[src/rtl/muldiv_pkg.sv]
// muldiv_pkg: shared RV32M funct3 encodings, FSM states and default width for muldiv_unit
package muldiv_pkg;
  localparam int MD_XLEN = 32;
  typedef enum logic [2:0] {MD_MUL, MD_MULH, MD_MULHSU, MD_MULHU, MD_DIV, MD_DIVU, MD_REM, MD_REMU} md_op_e;
  typedef enum logic [1:0] {S_IDLE, S_CALC, S_FIX, S_DONE} state_e;
endpackage

[src/rtl/muldiv_unit.sv]
// muldiv_unit: iterative RV32M mul/div (clk, rst, start, flush, op, a, b -> busy, done, result)
module muldiv_unit
  import muldiv_pkg::*;
#(
  parameter int XLEN = MD_XLEN
) (
  input  logic            clk,
  input  logic            rst,
  input  logic            start,
  input  logic            flush,
  input  logic [2:0]      op,
  input  logic [XLEN-1:0] a,
  input  logic [XLEN-1:0] b,
  output logic            busy,
  output logic            done,
  output logic [XLEN-1:0] result
);
  localparam int CW = $clog2(XLEN);
  state_e state, next_state;
  md_op_e op_q;
  logic [XLEN-1:0] opnd, mag_a, mag_b, spec_val, qv, rv, fix_val;
  logic [2*XLEN-1:0] prod, step, pneg;
  logic [XLEN:0] sum, trial, diff;
  logic [CW-1:0] cnt;
  logic neg_res, neg_rem, is_div, sa, sb, div0, ovf, special, accept;
  always_comb begin
    is_div = op[2];
    sa = a[XLEN-1] & !(op == MD_MULHU || op == MD_DIVU || op == MD_REMU);
    sb = b[XLEN-1] & !(op == MD_MULHU || op == MD_DIVU || op == MD_REMU || op == MD_MULHSU);
    mag_a = sa ? -a : a;
    mag_b = sb ? -b : b;
    div0 = is_div && b == '0;
    ovf = (op == MD_DIV || op == MD_REM) && a == {1'b1, {(XLEN-1){1'b0}}} && b == '1;
    special = div0 || ovf;
    spec_val = div0 ? (op[1] ? a : '1) : (op[1] ? '0 : {1'b1, {(XLEN-1){1'b0}}});
    accept = state == S_IDLE && start && !flush;
    sum = {1'b0, prod[2*XLEN-1:XLEN]} + (prod[0] ? {1'b0, opnd} : '0);
    trial = {prod[2*XLEN-1:XLEN], prod[XLEN-1]};
    diff = trial - {1'b0, opnd};
    step = op_q[2] ? (diff[XLEN] ? {trial[XLEN-1:0], prod[XLEN-2:0], 1'b0}
                                 : {diff[XLEN-1:0], prod[XLEN-2:0], 1'b1})
                   : {sum, prod[XLEN-1:1]};
    pneg = neg_res ? -prod : prod;
    qv = neg_res ? -prod[XLEN-1:0] : prod[XLEN-1:0];
    rv = neg_rem ? -prod[2*XLEN-1:XLEN] : prod[2*XLEN-1:XLEN];
    fix_val = op_q[2] ? (op_q[1] ? rv : qv) : (op_q == MD_MUL ? pneg[XLEN-1:0] : pneg[2*XLEN-1:XLEN]);
    busy = state == S_CALC || state == S_FIX;
    done = state == S_DONE;
  end
  always_comb begin
    next_state = state;
    case (state)
      S_IDLE:  next_state = accept ? (special ? S_DONE : S_CALC) : S_IDLE;
      S_CALC:  next_state = cnt == '0 ? S_FIX : S_CALC;
      S_FIX:   next_state = S_DONE;
      default: next_state = S_IDLE;
    endcase
    if (flush) next_state = S_IDLE;
  end
  always_ff @(posedge clk) state <= rst ? S_IDLE : next_state;
  // prod holds {hi, lo} for mul (multiplier shifts out of lo) and {rem, quotient} for div
  always_ff @(posedge clk) begin
    if (rst) begin
      op_q <= MD_MUL;
      opnd <= '0;
      prod <= '0;
      cnt <= '0;
      neg_res <= 1'b0;
      neg_rem <= 1'b0;
      result <= '0;
    end else if (accept) begin
      op_q <= md_op_e'(op);
      opnd <= is_div ? mag_b : mag_a;
      prod <= {{XLEN{1'b0}}, is_div ? mag_a : mag_b};
      cnt <= '1;
      neg_res <= sa ^ sb;
      neg_rem <= sa;
      if (special) result <= spec_val;
    end else if (state == S_CALC && !flush) begin
      prod <= step;
      cnt <= cnt - 1'b1;
    end else if (state == S_FIX && !flush) begin
      result <= fix_val;
    end
  end
endmodule

[config.mk]
export PLATFORM = sky130hd
export DESIGN_NAME = muldiv_unit
export DESIGN_NICKNAME = d
export VERILOG_FILES = /design/src/rtl/muldiv_pkg.sv /design/src/rtl/muldiv_unit.sv
export SDC_FILE = /design/constraint.sdc
export NUM_CORES = 1
export LEC_CHECK = 0
export ABC_AREA = 1
export CAP_MARGIN = 10
export CORE_MARGIN = 1.5
export CORE_UTILIZATION = 40
export DETAILED_ROUTE_END_ITERATION = 10
export DONT_BUFFER_PORTS = 1
export PLACE_DENSITY = 0.57
export SLEW_MARGIN = 10
export SYNTH_ARGS = -nofsm -noshare
export SYNTH_HDL_FRONTEND = slang
export SYNTH_SLANG_ARGS = --single-unit
[constraint.sdc]
create_clock -name clk -period 4 [get_ports clk]
set_input_delay 0.4 -clock clk [delete_from_list [all_inputs] [get_ports clk]]
set_output_delay 0.4 -clock clk [all_outputs]
set_load 0.05 [all_outputs]
==> results of run 1 <==
==> state kept, by name, summed over array words and instances (netlist names) <==
| signal | cells |
|---|---|
| cnt | 5 |
| state | 2 |
| prod | 64 |
| neg_rem | 1 |
| opnd | 32 |
| op_q | 3 |
| result | 32 |
| neg_res | 1 |
==> cells in the final DEF (no fill, tap or decap), types with 4 or more instances in the layout <==
| cell | n |
|---|---|
| sky130_fd_sc_hd__inv_6 | 5 |
| sky130_fd_sc_hd__buf_4 | 35 |
| sky130_fd_sc_hd__a31oi_1 | 7 |
| sky130_fd_sc_hd__xnor2_1 | 14 |
| sky130_fd_sc_hd__nand3_1 | 316 |
| sky130_fd_sc_hd__nand4_1 | 28 |
| sky130_fd_sc_hd__nand2_4 | 4 |
| sky130_fd_sc_hd__nand3b_1 | 11 |
| sky130_fd_sc_hd__clkbuf_16 | 17 |
| sky130_fd_sc_hd__a21oi_2 | 8 |
| sky130_fd_sc_hd__a211oi_1 | 4 |
| sky130_fd_sc_hd__o21bai_1 | 7 |
| sky130_fd_sc_hd__dfxtp_1 | 138 |
| sky130_fd_sc_hd__nand2_1 | 1113 |
| sky130_fd_sc_hd__o21ai_0 | 209 |
| sky130_fd_sc_hd__nand2_2 | 10 |
| sky130_fd_sc_hd__a21oi_1 | 216 |
| sky130_fd_sc_hd__nor2_2 | 13 |
| sky130_fd_sc_hd__a22oi_1 | 9 |
| sky130_fd_sc_hd__nor2_4 | 8 |
| sky130_fd_sc_hd__inv_2 | 16 |
| sky130_fd_sc_hd__nor4_1 | 5 |
| sky130_fd_sc_hd__ha_1 | 74 |
| sky130_fd_sc_hd__xor2_1 | 68 |
| sky130_fd_sc_hd__o31ai_1 | 5 |
| sky130_fd_sc_hd__o22ai_1 | 30 |
| sky130_fd_sc_hd__o211ai_1 | 21 |
| sky130_fd_sc_hd__inv_1 | 499 |
| sky130_fd_sc_hd__nor2_1 | 365 |
| sky130_fd_sc_hd__o21ai_1 | 27 |
| sky130_fd_sc_hd__nor3_1 | 25 |
==> per-layer routing <==
| layer | vias to the layer above | GRT usage, % |
|---|---|---|
| met2 | 1206 | 55.3 |
| li1 | 10700 | - |
| met4 | 2 | 23.8 |
| met5 | - | 0 |
| met1 | 9904 | 46.1 |
| met3 | 255 | 5.93 |
==> through the flow <==
stage / util, % / hold WS [ns] / total power [mW] / worst slack [ns] / instance area (um^2)
after CTS: 43.1 / 0.00513 / 5.66 / 1.04 / 19100
after global routing: 43.1 / 0.0123 / 6.04 / 0.700 / 19100
after detailed placement: 41.7 / 0.457 / 4.08 / 1.09 / 18500
final: 43.1 / 0.0162 / 5.73 / 0.948 / 19100
after floorplan: - / 0.439 / 3.32 / 1.62 / 18000
after global placement: 41.7 / 0.454 / 4.08 / 1.10 / 18500
==> cells by family (layout without fill, tap and decap cells) <==
group / Yosys count / after routing / share of synthesized area, %
simple gates: 1915 / 1915 / 44.2
compound gates: 561 / 561 / 17.0
fa+ha+maj: 76 / 76 / 5.36
buf+inv: 638 / 587 / 13.8
flops: 140 / 140 / 15.6
xor+xnor: 82 / 82 / 3.99
==> critical path, stage by stage, from the launching register on <==
cell and delay, ns:
sky130_fd_sc_hd__dfxtp_1 0.58, sky130_fd_sc_hd__buf_4 0.39, sky130_fd_sc_hd__nand2_1 0.13, sky130_fd_sc_hd__inv_1 0.08, sky130_fd_sc_hd__ha_1 0.30, sky130_fd_sc_hd__a21oi_1 0.26, sky130_fd_sc_hd__o21ai_0 0.21, sky130_fd_sc_hd__a21oi_1 0.15
sky130_fd_sc_hd__nand2_1 0.16, sky130_fd_sc_hd__nand2_1 0.09, sky130_fd_sc_hd__nand2_1 0.08, sky130_fd_sc_hd__nand2_1 0.07, sky130_fd_sc_hd__nand2_1 0.05, sky130_fd_sc_hd__o21ai_0 0.22, sky130_fd_sc_hd__inv_1 0.07, sky130_fd_sc_hd__a21oi_1 0.13
==> power by group <==
| group | internal (mW) | total (mW) | leakage, nW | switching (mW) |
|---|---|---|---|---|
| clock | 0.839 | 1.59 | 0.277 | 0.754 |
| combinational | 0.700 | 2.50 | 8.95 | 1.80 |
| sequential | 1.46 | 1.64 | 1.14 | 0.174 |
| total | 3.00 | 5.73 | 10.4 | 2.73 |
==> worst max path at each step <==
stage | startpoint | end | slack (ns) | cells past startpoint
2_1_floorplan | prod[31] | prod[41] | 1.62 | 18
3_3_place_gp | prod[0] | prod[48] | 1.10 | 15
3_5_place_dp | prod[0] | prod[52] | 1.09 | 15
4_1_cts | prod[0] | prod[52] | 1.04 | 15
5_1_grt | prod[0] | prod[52] | 0.70 | 15
6_report | prod[0] | prod[48] | 0.95 | 15
==> area by class of cell <==
class / instances / area (um^2) / share of cell area (%)
Clock inverter: 13 / 104 / 0.544
Timing Repair Buffer: 38 / 293 / 1.53
Tap cell: 592 / 741 / 3.88
Sequential cell: 140 / 2810 / 14.7
Inverter: 517 / 1940 / 10.2
Multi-Input combinational cell: 2634 / 12700 / 66.8
Clock buffer: 19 / 453 / 2.37
==> timing repair <==
action	CTS	global route
hold endpoints to repair	22	0
gates resized for setup	0	0
hold buffers	3	0
==> results_tabular.tex, run 1 <==
\begin{tabular}{lr}
\hline
Metric & Value \\
\hline
\multicolumn{2}{l}{\textbf{Global route}} \\
GRT Residual Overflow & 0 \\
Antenna violations before repair & 1 \\
GRT Resource Usage Total & 35.9\% \\
Pin count of the biggest net entering global routing & 71 \\
First-pass GRT wire length & 126000 um \\
Number of global-route vias before repair & 20500 \\
\multicolumn{2}{l}{\textbf{Synth}} \\
Most instantiated flip-flop cell in the synthesis netlist & sky130\_fd\_sc\_hd\_\_dfxtp\_1 \\
Cell area after synthesis & 0.0180 mm\^{}2 \\
Synthesized Nets & approximately 3600 \\
Proportion of synthesized chip area in sequential cells & approximately 16\% \\
Yosys top cell area share & 23.2\% \\
EDFF count, synth & 0 \\
Post-synthesis instance total & between 3000 and 4000 \\
Per-instance average area after synthesis & 5.28 um\^{}2 \\
Most area-hungry cell type in the Yosys netlist & sky130\_fd\_sc\_hd\_\_nand2\_1 \\
Count of yosys warnings during synthesis & 0 \\
Largest cells by area after synthesis & sky130\_fd\_sc\_hd\_\_nand2\_1 23\%, sky130\_fd\_sc\_hd\_\_dfxtp\_1 16\%, sky130\_fd\_sc\_hd\_\_inv\_1 10\%, sky130\_fd\_sc\_hd\_\_nand3\_1 8.8\%, sky130\_fd\_sc\_hd\_\_nor2\_1 7.6\% \\
Most used standard cell by instance count after synthesis & sky130\_fd\_sc\_hd\_\_nand2\_1 \\
Distinct cell type count after synthesis & 57 \\
Fraction of synthesis flops using an asynchronous set or reset pin & 0\% \\
Cell types with the highest counts after synthesis & 1113 x sky130\_fd\_sc\_hd\_\_nand2\_1, 500 x sky130\_fd\_sc\_hd\_\_inv\_1, 367 x sky130\_fd\_sc\_hd\_\_nor2\_1, 317 x sky130\_fd\_sc\_hd\_\_nand3\_1, 216 x sky130\_fd\_sc\_hd\_\_a21oi\_1 \\
Register bit count reported by yosys & 140 \\
\multicolumn{2}{l}{\textbf{Floorplanning}} \\
Die outline width & 215 um \\
Die height & roughly 220 um \\
Placement row count & 77 \\
Ports placed on the boundary & 105 \\
Initial Util & 40.6\% \\
Core area & 0.0443 mm\^{}2 \\
Floorplan die area & 0.0463 mm\^{}2 \\
\multicolumn{2}{l}{\textbf{Hold path}} \\
Launch instance of the worst min-delay path & rst \\
Hold Path Class & primary input to register \\
Hold Path Sink & cnt[1] \\
Number of cells traversed by the worst hold path & 1 \\
\multicolumn{2}{l}{\textbf{Route}} \\
Routed len/inst & 21.3 um \\
Total length of routed met2 wires & between 30000 and 40000 um \\
Avg Vias per Cell & 5.59 \\
Antenna-violating nets left & 0 \\
Via count of the routed design & about 22000 \\
Top Layer Used & met5 \\
Metal1 wirelength & 33900 um \\
DR WL met3 & 8220 um \\
Residual DRC & 0 \\
Initial DRT Pass Iterations & 11 \\
First-iteration detailed-routing DRC count & 2645 \\
DRT Wirelength & 84300 um \\
\multicolumn{2}{l}{\textbf{Timing}} \\
Clock tree skew after final layout & 0.0173 ns \\
Max-Slew Margin vs Limit & 34.0\% \\
Setup TNS & 0 ns \\
Final hold violations & 0 \\
F\_max & 328 MHz \\
Worst Max-Slew Pin Slew & 0.986 ns \\
Final setup vio count & 0 \\
Final Max Slew Viols & 0 \\
Final worst path period share & approximately 76\% \\
Setup repair after global routing missed its margin & false \\
Shortest period the worst path allows & 3.05 ns \\
\multicolumn{2}{l}{\textbf{Critical path}} \\
Worst EP required & roughly 4.4 ns \\
End of the worst register-to-register path & prod[48] \\
Startpoint type of the worst setup path & register \\
Sort of element at the end of the critical path & register \\
Critical register-to-register path startpoint & prod[0] \\
Worst Path Max Fanout & 24 \\
FF-to-FF path depth & 15 \\
Critical path type & register to register \\
Data arrival time of the critical path & about 3.4 ns \\
Register-to-register setup slack & 0.95 ns \\
\multicolumn{2}{l}{\textbf{Placement}} \\
Placer's final routability congestion estimate & 1.02 \\
Post-detail-place hpwl & 67800 um \\
Quantity of I/O buffers inserted on ports & 0 \\
Cells after DPL & $\sim$3900 \\
\multicolumn{2}{l}{\textbf{Layout}} \\
Post-layout instance count excluding filler cells & 3953 \\
Number of nets in the final layout & approximately 3500 \\
Diodes inserted & 0 \\
Layout Area Growth over Synthesis & 5.98\% \\
Share of layout cells above drive strength 1 & 4.25\% \\
Fill cells & 5205 \\
\multicolumn{2}{l}{\textbf{Clock network}} \\
Clock-pin slew on the worst setup and hold paths & about 0.07 ns \\
Number of buffers added for setup after CTS & 0 \\
H-tree level count & 4 \\
Number of buffers on the longest clock path & 2 \\
TritonCTS clock tree & done \\
Clock root buffer & sky130\_fd\_sc\_hd\_\_clkbuf\_16 \\
Number of clock sinks seen by CTS & 140 \\
Source-to-sink clock delay at the later pin of the worst-skew pair & 0.47 ns \\
Total CTS buffers & 17 \\
\multicolumn{2}{l}{\textbf{Pwr}} \\
Peak supply drop & 0.000302 V \\
Power density relative to cell area & 300 mW/mm\^{}2 \\
Standby leakage power & 10.4 nW \\
\multicolumn{2}{l}{\textbf{Job}} \\
Max-cap viol count & 0 \\
\multicolumn{2}{l}{\textbf{Status}} \\
Result of the run & completed \\
\hline
\end{tabular}
Power figures use the tool's default switching activity.
==> run 2, diff against run 1 <==
- PLACE_DENSITY: 0.57 -> 0.59
- clock period: 4 -> 2.7 ns (I/O delays scaled with it)
==> results_tabular.tex, run 2 (synthesis results as in run 1) <==
\begin{tabular}{lr}
\hline
Metric & Value \\
\hline
\multicolumn{2}{l}{\textbf{Status}} \\
Result of the run & completed \\
\multicolumn{2}{l}{\textbf{Global route}} \\
Number of global-route vias before repair & 20700 \\
Fraction of met2 tracks used by global routing & 57.4\% \\
Antenna violations before repair & 0 \\
GRT Resource Usage Total & 36.4\% \\
Met3 Resource Use GR & about 5.7\% \\
Pin count of the biggest net entering global routing & between 100 and 150 \\
First-pass GRT wire length & 127000 um \\
Top Usage Layer GRT & met2 \\
GRT Residual Overflow & 0 \\
Met1 routing resource usage after global routing & a little under half \\
\multicolumn{2}{l}{\textbf{Placement}} \\
Placer's final routability congestion estimate & between 1 and 1.5 \\
Worst-case setup slack after placement & 0.108 ns \\
Post-detail-place hpwl & 69700 um \\
Quantity of I/O buffers inserted on ports & 0 \\
\multicolumn{2}{l}{\textbf{Critical path}} \\
Worst path top cell family by delay & simple AND/OR/NAND/NOR gates \\
Critical path type & register to register \\
Data arrival time of the critical path & 2.98 ns \\
Worst EP required & 3.10 ns \\
Crit path cell chain & buf\_12 -> inv\_2 -> ha\_1 -> nand3\_2 -> buf\_4 -> nor2\_1 -> nand4\_1 -> nand2\_1 -> nand3\_1 -> nand3\_1 -> nand3\_1 -> nand2\_1 -> nand2\_1 -> a21oi\_1 \\
CP bufs+invs & 3 \\
Startpoint type of the worst setup path & register \\
Highest cell delay on the worst timing path & between 0.3 and 0.4 ns \\
Worst Path Max Fanout & 30 \\
Cell with the largest stage delay on the worst path & sky130\_fd\_sc\_hd\_\_dfxtp\_1 \\
Sort of element at the end of the critical path & register \\
\multicolumn{2}{l}{\textbf{Layout}} \\
Number of nets in the final layout & 3572 \\
Most common library cell in the layout ignoring fill and taps & sky130\_fd\_sc\_hd\_\_nand2\_1 \\
Share of layout cells above drive strength 1 & $\sim$7\% \\
Leading registers by flop count & prod: 64 flops, opnd: 32 flops, result: 32 flops \\
Commonest cells after routing, fill and taps aside & 1112 x sky130\_fd\_sc\_hd\_\_nand2\_1, 499 x sky130\_fd\_sc\_hd\_\_inv\_1, 363 x sky130\_fd\_sc\_hd\_\_nor2\_1 \\
Fill cells & 5050 \\
Register with the most flip-flops & prod \\
Share of the core filled with cells & 45.1\% \\
Diodes inserted & 0 \\
Largest register FFs & 64 \\
Layout Area Growth over Synthesis & 10.9\% \\
\multicolumn{2}{l}{\textbf{Floorplanning}} \\
Initial Util & 40.6\% \\
Core area & around 0.044 mm\^{}2 \\
Floorplan die area & 0.0463 mm\^{}2 \\
Placement row count & 77 \\
Ports placed on the boundary & 105 \\
Die outline width & 215 um \\
Die height & 215 um \\
\multicolumn{2}{l}{\textbf{Pwr}} \\
Standby leakage power & between 10 and 15 nW \\
Power density relative to cell area & 447 mW/mm\^{}2 \\
Peak supply drop & 0.000471 V \\
\multicolumn{2}{l}{\textbf{Timing}} \\
Worst Max-Slew Pin Slew & 0.750 ns \\
Setup repair after global routing missed its margin & true \\
Shortest period the worst path allows & 2.58 ns \\
F\_max & between 300 and 400 MHz \\
Final worst path period share & between 90\% and 100\% \\
Worst-case setup margin in the final layout & 0.118 ns \\
Max-Slew Margin vs Limit & 49.8\% \\
Tightest hold margin & 0.0373 ns \\
Final setup vio count & 0 \\
Final hold violations & 0 \\
Clock tree skew after final layout & between 0.015 and 0.02 ns \\
Final Max Slew Viols & 0 \\
\multicolumn{2}{l}{\textbf{Route}} \\
Antenna-violating nets left & 0 \\
Residual DRC & 0 \\
Via count of the routed design & $\sim$22000 \\
First-iteration detailed-routing DRC count & $\sim$2800 \\
Initial DRT Pass Iterations & 6 \\
Routed len/inst & 21.4 um \\
DRT Wirelength & $\sim$86000 um \\
Avg Vias per Cell & $\sim$5.6 \\
\multicolumn{2}{l}{\textbf{Clock network}} \\
Clock-pin slew on the worst setup and hold paths & 0.07 ns \\
Number of buffers on the longest clock path & 2 \\
Clock root buffer & sky130\_fd\_sc\_hd\_\_clkbuf\_16 \\
Source-to-sink clock delay at the later pin of the worst-skew pair & 0.47 ns \\
H-tree level count & 4 \\
Total CTS buffers & 17 \\
Number of clock sinks seen by CTS & 140 \\
TritonCTS clock tree & done \\
\multicolumn{2}{l}{\textbf{Job}} \\
Max-cap viol count & 0 \\
\multicolumn{2}{l}{\textbf{Hold path}} \\
Hold Path Class & primary input to register \\
\hline
\end{tabular}
==> run 2: worst paths after layout <==
check / depth (start not counted) / slack, ns / from / end
min: 2 / 0.04 / start / state[0]
max reg2reg: 14 / 0.12 / prod[0] / result[14]
max: 14 / 0.12 / prod[0] / result[14]
min reg2reg: 2 / 0.48 / cnt[4] / cnt[4]
==> run 2: area by class of cell <==
| cell class | count | area, um^2 | share of cell area, % |
|---|---|---|---|
| tap | 592 | 741 | 3.71 |
| multi-input combinational | 2638 | 12800 | 64.3 |
| inverter | 517 | 1940 | 9.72 |
| timing repair buffer | 111 | 1020 | 5.10 |
| clock buffer | 17 | 425 | 2.13 |
| clock inverter | 15 | 183 | 0.915 |
| sequential | 140 | 2820 | 14.1 |
==> run 2: timing repair <==
action                                 4_1_cts  5_1_grt
endpoints found under the hold margin       42        0
hold buffers                                 5        0
gates resized for setup                      0       19
setup endpoints to repair                    0       35
setup buffers                                0        6
==> run 2: metal layers <==
metal  vias up  part of all wire, %
met2      1097                   44
li1      10900                    -
met3       232                  8.9
met1     10200                   41
met4         0                  6.9
met5         -                    0
==> run 2: power by group <==
| part | total [mW] | internal [mW] | switching (mW) |
|---|---|---|---|
| logic | 4.01 | 1.20 | 2.81 |
| registers | 2.38 | 2.17 | 0.212 |
| clock network | 2.55 | 1.39 | 1.15 |
==> run 2: through the flow <==
stage / setup TNS, ns / power, mW / cell area [um^2] / cells
after floorplan: 0 / 4.92 / 18000 / 3412
after global placement: 0 / 6.20 / 19100 / 3983
after detailed placement: 0 / 6.18 / 19100 / 3983
after CTS: 0 / 8.71 / 19800 / 4020
after global routing: -0.0892 / 9.37 / 20000 / 4030
final: 0 / 8.93 / 20000 / 4030
